File: src/rtl/serial_add_pkg.sv
// Shared state encoding and default operand width for the bit-serial adder.
package serial_add_pkg;

  localparam int DEFAULT_WIDTH = 8;

  typedef enum logic [1:0] {
    IDLE  = 2'd0,
    SHIFT = 2'd1,
    HOLD  = 2'd2
  } state_t;

endpackage

File: src/rtl/serial_add_cnt.sv
// Bit counter for the serial adder: synchronous clear, increment, and a flag
// that marks the cycle in which the most significant bit is being added.
module serial_add_cnt
  import serial_add_pkg::*;
#(
  parameter int WIDTH = DEFAULT_WIDTH
) (
  input  logic clk,
  input  logic rst_n,
  input  logic clr,
  input  logic inc,
  output logic last
);

  localparam int CW = $clog2(WIDTH) + 1;

  logic [CW-1:0] cnt;

  always_ff @(posedge clk or negedge rst_n) begin
    if (!rst_n) begin
      cnt <= '0;
    end else if (clr) begin
      cnt <= '0;
    end else if (inc) begin
      cnt <= cnt + 1'b1;
    end
  end

  assign last = (cnt == CW'(WIDTH - 1));

endmodule

File: src/rtl/serial_add_seq.sv
// Bit-serial adder driving an external one-bit full adder, LSB first.
// Define SERIAL_ADD_OVF_EN to compute the signed overflow flag; otherwise ovf_o is tied low.
module serial_add_seq
  import serial_add_pkg::*;
#(
  parameter int WIDTH = DEFAULT_WIDTH
) (
  input  logic             clk,
  input  logic             rst_n,
  input  logic             in_valid_i,
  output logic             in_ready_o,
  input  logic [WIDTH-1:0] op_a_i,
  input  logic [WIDTH-1:0] op_b_i,
  input  logic             cin_i,
  output logic             fa_a_o,
  output logic             fa_b_o,
  output logic             fa_cin_o,
  input  logic             fa_sum_i,
  input  logic             fa_carry_i,
  output logic             out_valid_o,
  input  logic             out_ready_i,
  output logic [WIDTH-1:0] result_o,
  output logic             cout_o,
  output logic             ovf_o
);

  state_t           state, state_nxt;
  logic [WIDTH-1:0] a_sr, b_sr, res_sr, res_shift;
  logic             carry_reg, cout_reg;
  logic             accept, shifting, cnt_last;

  always_ff @(posedge clk or negedge rst_n) begin
    if (!rst_n) begin
      state <= IDLE;
    end else begin
      state <= state_nxt;
    end
  end

  always_comb begin
    state_nxt   = state;
    in_ready_o  = 1'b0;
    out_valid_o = 1'b0;
    fa_a_o      = 1'b0;
    fa_b_o      = 1'b0;
    fa_cin_o    = 1'b0;
    unique case (state)
      IDLE: begin
        in_ready_o = 1'b1;
        if (in_valid_i) state_nxt = SHIFT;
      end
      SHIFT: begin
        fa_a_o   = a_sr[0];
        fa_b_o   = b_sr[0];
        fa_cin_o = carry_reg;
        if (cnt_last) state_nxt = HOLD;
      end
      HOLD: begin
        out_valid_o = 1'b1;
        if (out_ready_i) state_nxt = IDLE;
      end
      default: state_nxt = IDLE;
    endcase
  end

  assign accept   = in_ready_o && in_valid_i;
  assign shifting = (state == SHIFT);

  // Sum bits enter at the MSB so that after WIDTH shifts bit 0 sits at the LSB.
  assign res_shift = (res_sr >> 1) | (WIDTH'(fa_sum_i) << (WIDTH - 1));

  always_ff @(posedge clk or negedge rst_n) begin
    if (!rst_n) begin
      a_sr      <= '0;
      b_sr      <= '0;
      res_sr    <= '0;
      carry_reg <= 1'b0;
      cout_reg  <= 1'b0;
    end else if (accept) begin
      a_sr      <= op_a_i;
      b_sr      <= op_b_i;
      carry_reg <= cin_i;
    end else if (shifting) begin
      a_sr      <= a_sr >> 1;
      b_sr      <= b_sr >> 1;
      res_sr    <= res_shift;
      carry_reg <= fa_carry_i;
      if (cnt_last) cout_reg <= fa_carry_i;
    end
  end

  serial_add_cnt #(
    .WIDTH (WIDTH)
  ) u_cnt (
    .clk   (clk),
    .rst_n (rst_n),
    .clr   (accept),
    .inc   (shifting),
    .last  (cnt_last)
  );

  assign result_o = res_sr;
  assign cout_o   = cout_reg;

`ifdef SERIAL_ADD_OVF_EN
  logic ovf_reg;

  // Signed overflow: carry into the sign bit differs from carry out of it.
  always_ff @(posedge clk or negedge rst_n) begin
    if (!rst_n) begin
      ovf_reg <= 1'b0;
    end else if (shifting && cnt_last) begin
      ovf_reg <= fa_cin_o ^ fa_carry_i;
    end
  end

  assign ovf_o = ovf_reg;
`else
  assign ovf_o = 1'b0;
`endif

endmodule
File: config.mk
export PLATFORM = sky130hd
export DESIGN_NAME = serial_add_seq
export DESIGN_NICKNAME = d
export VERILOG_FILES = /design/src/rtl/serial_add_pkg.sv /design/src/rtl/serial_add_cnt.sv /design/src/rtl/serial_add_seq.sv
export SDC_FILE = /design/constraint.sdc
export NUM_CORES = 1
export LEC_CHECK = 0
export CAP_MARGIN = 20
export CORE_ASPECT_RATIO = 1.1
export CORE_UTILIZATION = 40
export DETAILED_ROUTE_END_ITERATION = 7
export GPL_TIMING_DRIVEN = 0
export PLACE_DENSITY = 0.69
export SETUP_SLACK_MARGIN = 0.2
export SYNTH_ARGS = -nofsm -noshare
export SYNTH_HDL_FRONTEND = slang
export SYNTH_HIERARCHICAL = 1
export SYNTH_SLANG_ARGS = --single-unit
File: constraint.sdc
create_clock -name clk -period 2.86 [get_ports clk]
set_input_delay 0.572 -clock clk [delete_from_list [all_inputs] [get_ports clk]]
set_output_delay 0.572 -clock clk [all_outputs]
set_load 0.01 [all_outputs]
==> results by group, run 1 <==
Global routing
  • Vias in the first global route: 1302
  • Gr usage total: 19.2%
  • Pin count of the biggest net entering global routing: 33
  • Grt total ovfl: 0
  • Initial antenna violation count: 0
  • First-pass GRT wire length: 5.66 mm

Clocking
  • Root Driver: clkbuf_8
  • Reg clk slew, reported paths: 0.06 ns
  • CTS buffer count: 5
  • Postcts setup bufs: 0
  • H-tree lvl count: 2
  • CTS tree: built
  • Clk sinks: 32
  • Longest Clk Path Bufs: 2
  • Clock latency on the worst-skew pair: 0.29 ns

Route
  • M1 wire length: 1.51 mm
  • Highest metal used: met4
  • DRC violations left: 0
  • Met3 WL post-DR: 197 um
  • Pre-antenna DRT Iters: 4
  • ANT nets after route: 0
  • DRT Wirelength: 3.51 mm
  • Vias/cell: 5.17
  • Drt first-iter violations: 47
  • WL met2: 1.76 mm
  • Vias: 1271
  • Routed wire per std cell: 14.3 um

Worst setup path
  • Setup crit start kind: register
  • Worst reg2reg path depth: 6
  • Crit Path Category: reg2out
  • End of the worst register-to-register path: u_cnt/cnt[3]
  • Worst r2r src: state[1]
  • CP max FO: 14
  • Reg2reg setup slack: 1.20 ns
  • Crit end category: output port
  • Worst EP arrival: 1.95 ns
  • Crit path required time: 2.29 ns

Yosys
  • Syn Area/Cell: 10.2 um2
  • Post-synth EDFFs: 0
  • Mapped Cells: 152
  • Synth top cells by count: dfrtp_1 (32), nand2_1 (27), nor2_1 (23)
  • Largest cells by area after synthesis: dfrtp_1 (52%), o32ai_1 (8.5%), nand2_1 (6.5%)
  • Netlist cell types: 28
  • Number of synthesized register bits: 32
  • Cell Area, Synth: 0.00155 mm2
  • Ys Warns: 6
  • Synth Flop Type: dfrtp_1
  • Syn_nets: 176
  • Post-synth ARST share: 100%
  • Seq/Total Area, Yosys: 51.7%
  • Top-count cell post-synth: dfrtp_1
  • Cell taking the most area after synthesis: dfrtp_1
  • Post-synth top area share: 51.7%

Min path
  • Worst min-delay path class: in2async

Outcome
  • Status: complete, no violations

Timing
  • Slew Viols, Final: 0
  • Slew @ Worst Pin: 0.720 ns
  • Slew HR: 52.0%
  • Final period util: 88.3%
  • Clock skew: 0.00589 ns
  • Final Hold Fails: 0
  • Post-route setup TNS: 0 ns
  • RSZ-0062 raised after global routing: false
  • Minimum clock period: 2.52 ns
  • Final setup viols: 0
  • Fmax achieved: 0.396 GHz

Place
  • Placer congestion estimate: 0.731
  • IO Port Bufs: 36
  • Placed cell areas: 0.00197 mm2
  • Detailed placement HPWL: 2.46 mm

Layout
  • Area grow syn2layout: 32.8%
  • # nets final: 219
  • Ratio of cells with drive above 1 in the final layout: 13.8%
  • Final instance area: 0.00206 mm2
  • Diodes inserted: 0
  • FILL cells: 364

Die
  • Num ports: 38
  • Area of the core: 0.00368 mm2
  • Die Y: 67.3 um
  • Die area: 0.00413 mm2
  • Initial Utilization: 42.1%
  • Die X: 61.4 um
  • Rows: 23

Run
  • Max cap viols: 0

Power
  • PwrDens: 1040 mW/mm2
  • LEAKAGE: 0.893 nW
  • Worst vdd ir: 0.510 mV
-- metal layers --
layer | vias to the layer above | track usage (%)
li1 | 624 | -
met1 | 611 | 21.8
met2 | 30 | 32.9
met3 | 6 | 6.90
met4 | 0 | 6.94
met5 | - | 0
-- through the flow --
| step | util (%) | setup WS (ns) | hold slack, ns | instances | power [mW] |
|---|---|---|---|---|---|
| after floorplan | - | 1.21 | 0.276 | 152 | 1.42 |
| after global placement | 53.6 | 0.619 | 0.463 | 238 | 1.75 |
| after detailed placement | 53.4 | 0.615 | 0.470 | 238 | 1.79 |
| after CTS | 55.9 | 0.294 | 0.349 | 246 | 2.16 |
| after global routing | 55.9 | 0.229 | 0.390 | 246 | 2.30 |
| final | 55.9 | 0.335 | 0.335 | 246 | 2.13 |
-- worst max-delay path: stages, from the launching register on --
cell and delay (ns):
dfrtp_2 0.45, nand2b_1 0.17, buf_6 0.14, inv_4 0.07
buf_6 0.16, and2_1 0.14, clkdlybuf4s50_1 0.54
-- logic make-up after synthesis --
group / share of synthesized area (%)
compound gates: 17.8
xor+xnor: 0.565
fa+ha+maj: 0.807
buf+inv: 9.77
flops: 51.7
mux: 2.58
other cells: 0.242
simple gates: 16.6
-- cells in the final DEF, fill, tap and decap left out, types with 2 or more instances in the layout --
cell type,instances
buf_6,7
o32ai_1,15
nand2b_1,2
and2_1,3
nand2_1,27
clkdlybuf4s50_1,35
buf_2,3
buf_8,3
nor2b_1,2
dfrtp_1,31
clkbuf_1,2
clkbuf_8,6
nor2_1,23
mux2_4,2
o21ai_0,4
o22ai_1,15
-- what timing repair did --
action	in CTS	in global routing
endpoints found under the hold margin	0	0
setup endpoints to repair	0	1
hold buffers	0	0
gates resized for setup	0	1
-- power breakdown --
group	total, mW	switching, mW	internal (mW)
Combinational	0.956	0.444	0.512
Sequential	0.821	0.160	0.661
Clock	0.355	0.159	0.196
Total	2.13	0.763	1.37
-- worst max path at each step --
stage,startpoint,endpoint,slack [ns],depth (start not counted)
2_1_floorplan,state[1],fa_cin_o,1.21,5
3_3_place_gp,state[1],fa_cin_o,0.62,6
3_5_place_dp,state[1],fa_cin_o,0.62,6
4_1_cts,state[1],fa_cin_o,0.29,6
5_1_grt,state[1],fa_cin_o,0.23,6
6_report,state[1],fa_cin_o,0.34,6
-- layout make-up --
class	instances	area (um2)	share of cell area, %
Sequential cell	32	802	38.9
Clock buffer	8	90.1	4.37
Tap cell	50	62.6	3.04
Multi-Input combinational cell	105	598	29.0
Inverter	2	10.0	0.486
Buffer	13	141	6.87
Timing Repair Buffer	36	355	17.3
No activity file was read; power rests on OpenSTA's default activity.
==> run 2, diff against run 1 <==
--- a/config.mk
+++ b/config.mk
@@ -12,6 +12,7 @@
 export GPL_TIMING_DRIVEN = 0
 export PLACE_DENSITY = 0.69
 export SETUP_SLACK_MARGIN = 0.2
+export SKIP_CTS_REPAIR_TIMING = 1
 export SYNTH_ARGS = -nofsm -noshare
 export SYNTH_HDL_FRONTEND = slang
 export SYNTH_HIERARCHICAL = 1
==> results of run 2 <==
Final layout, timing and power as in run 1 (identical DEF).
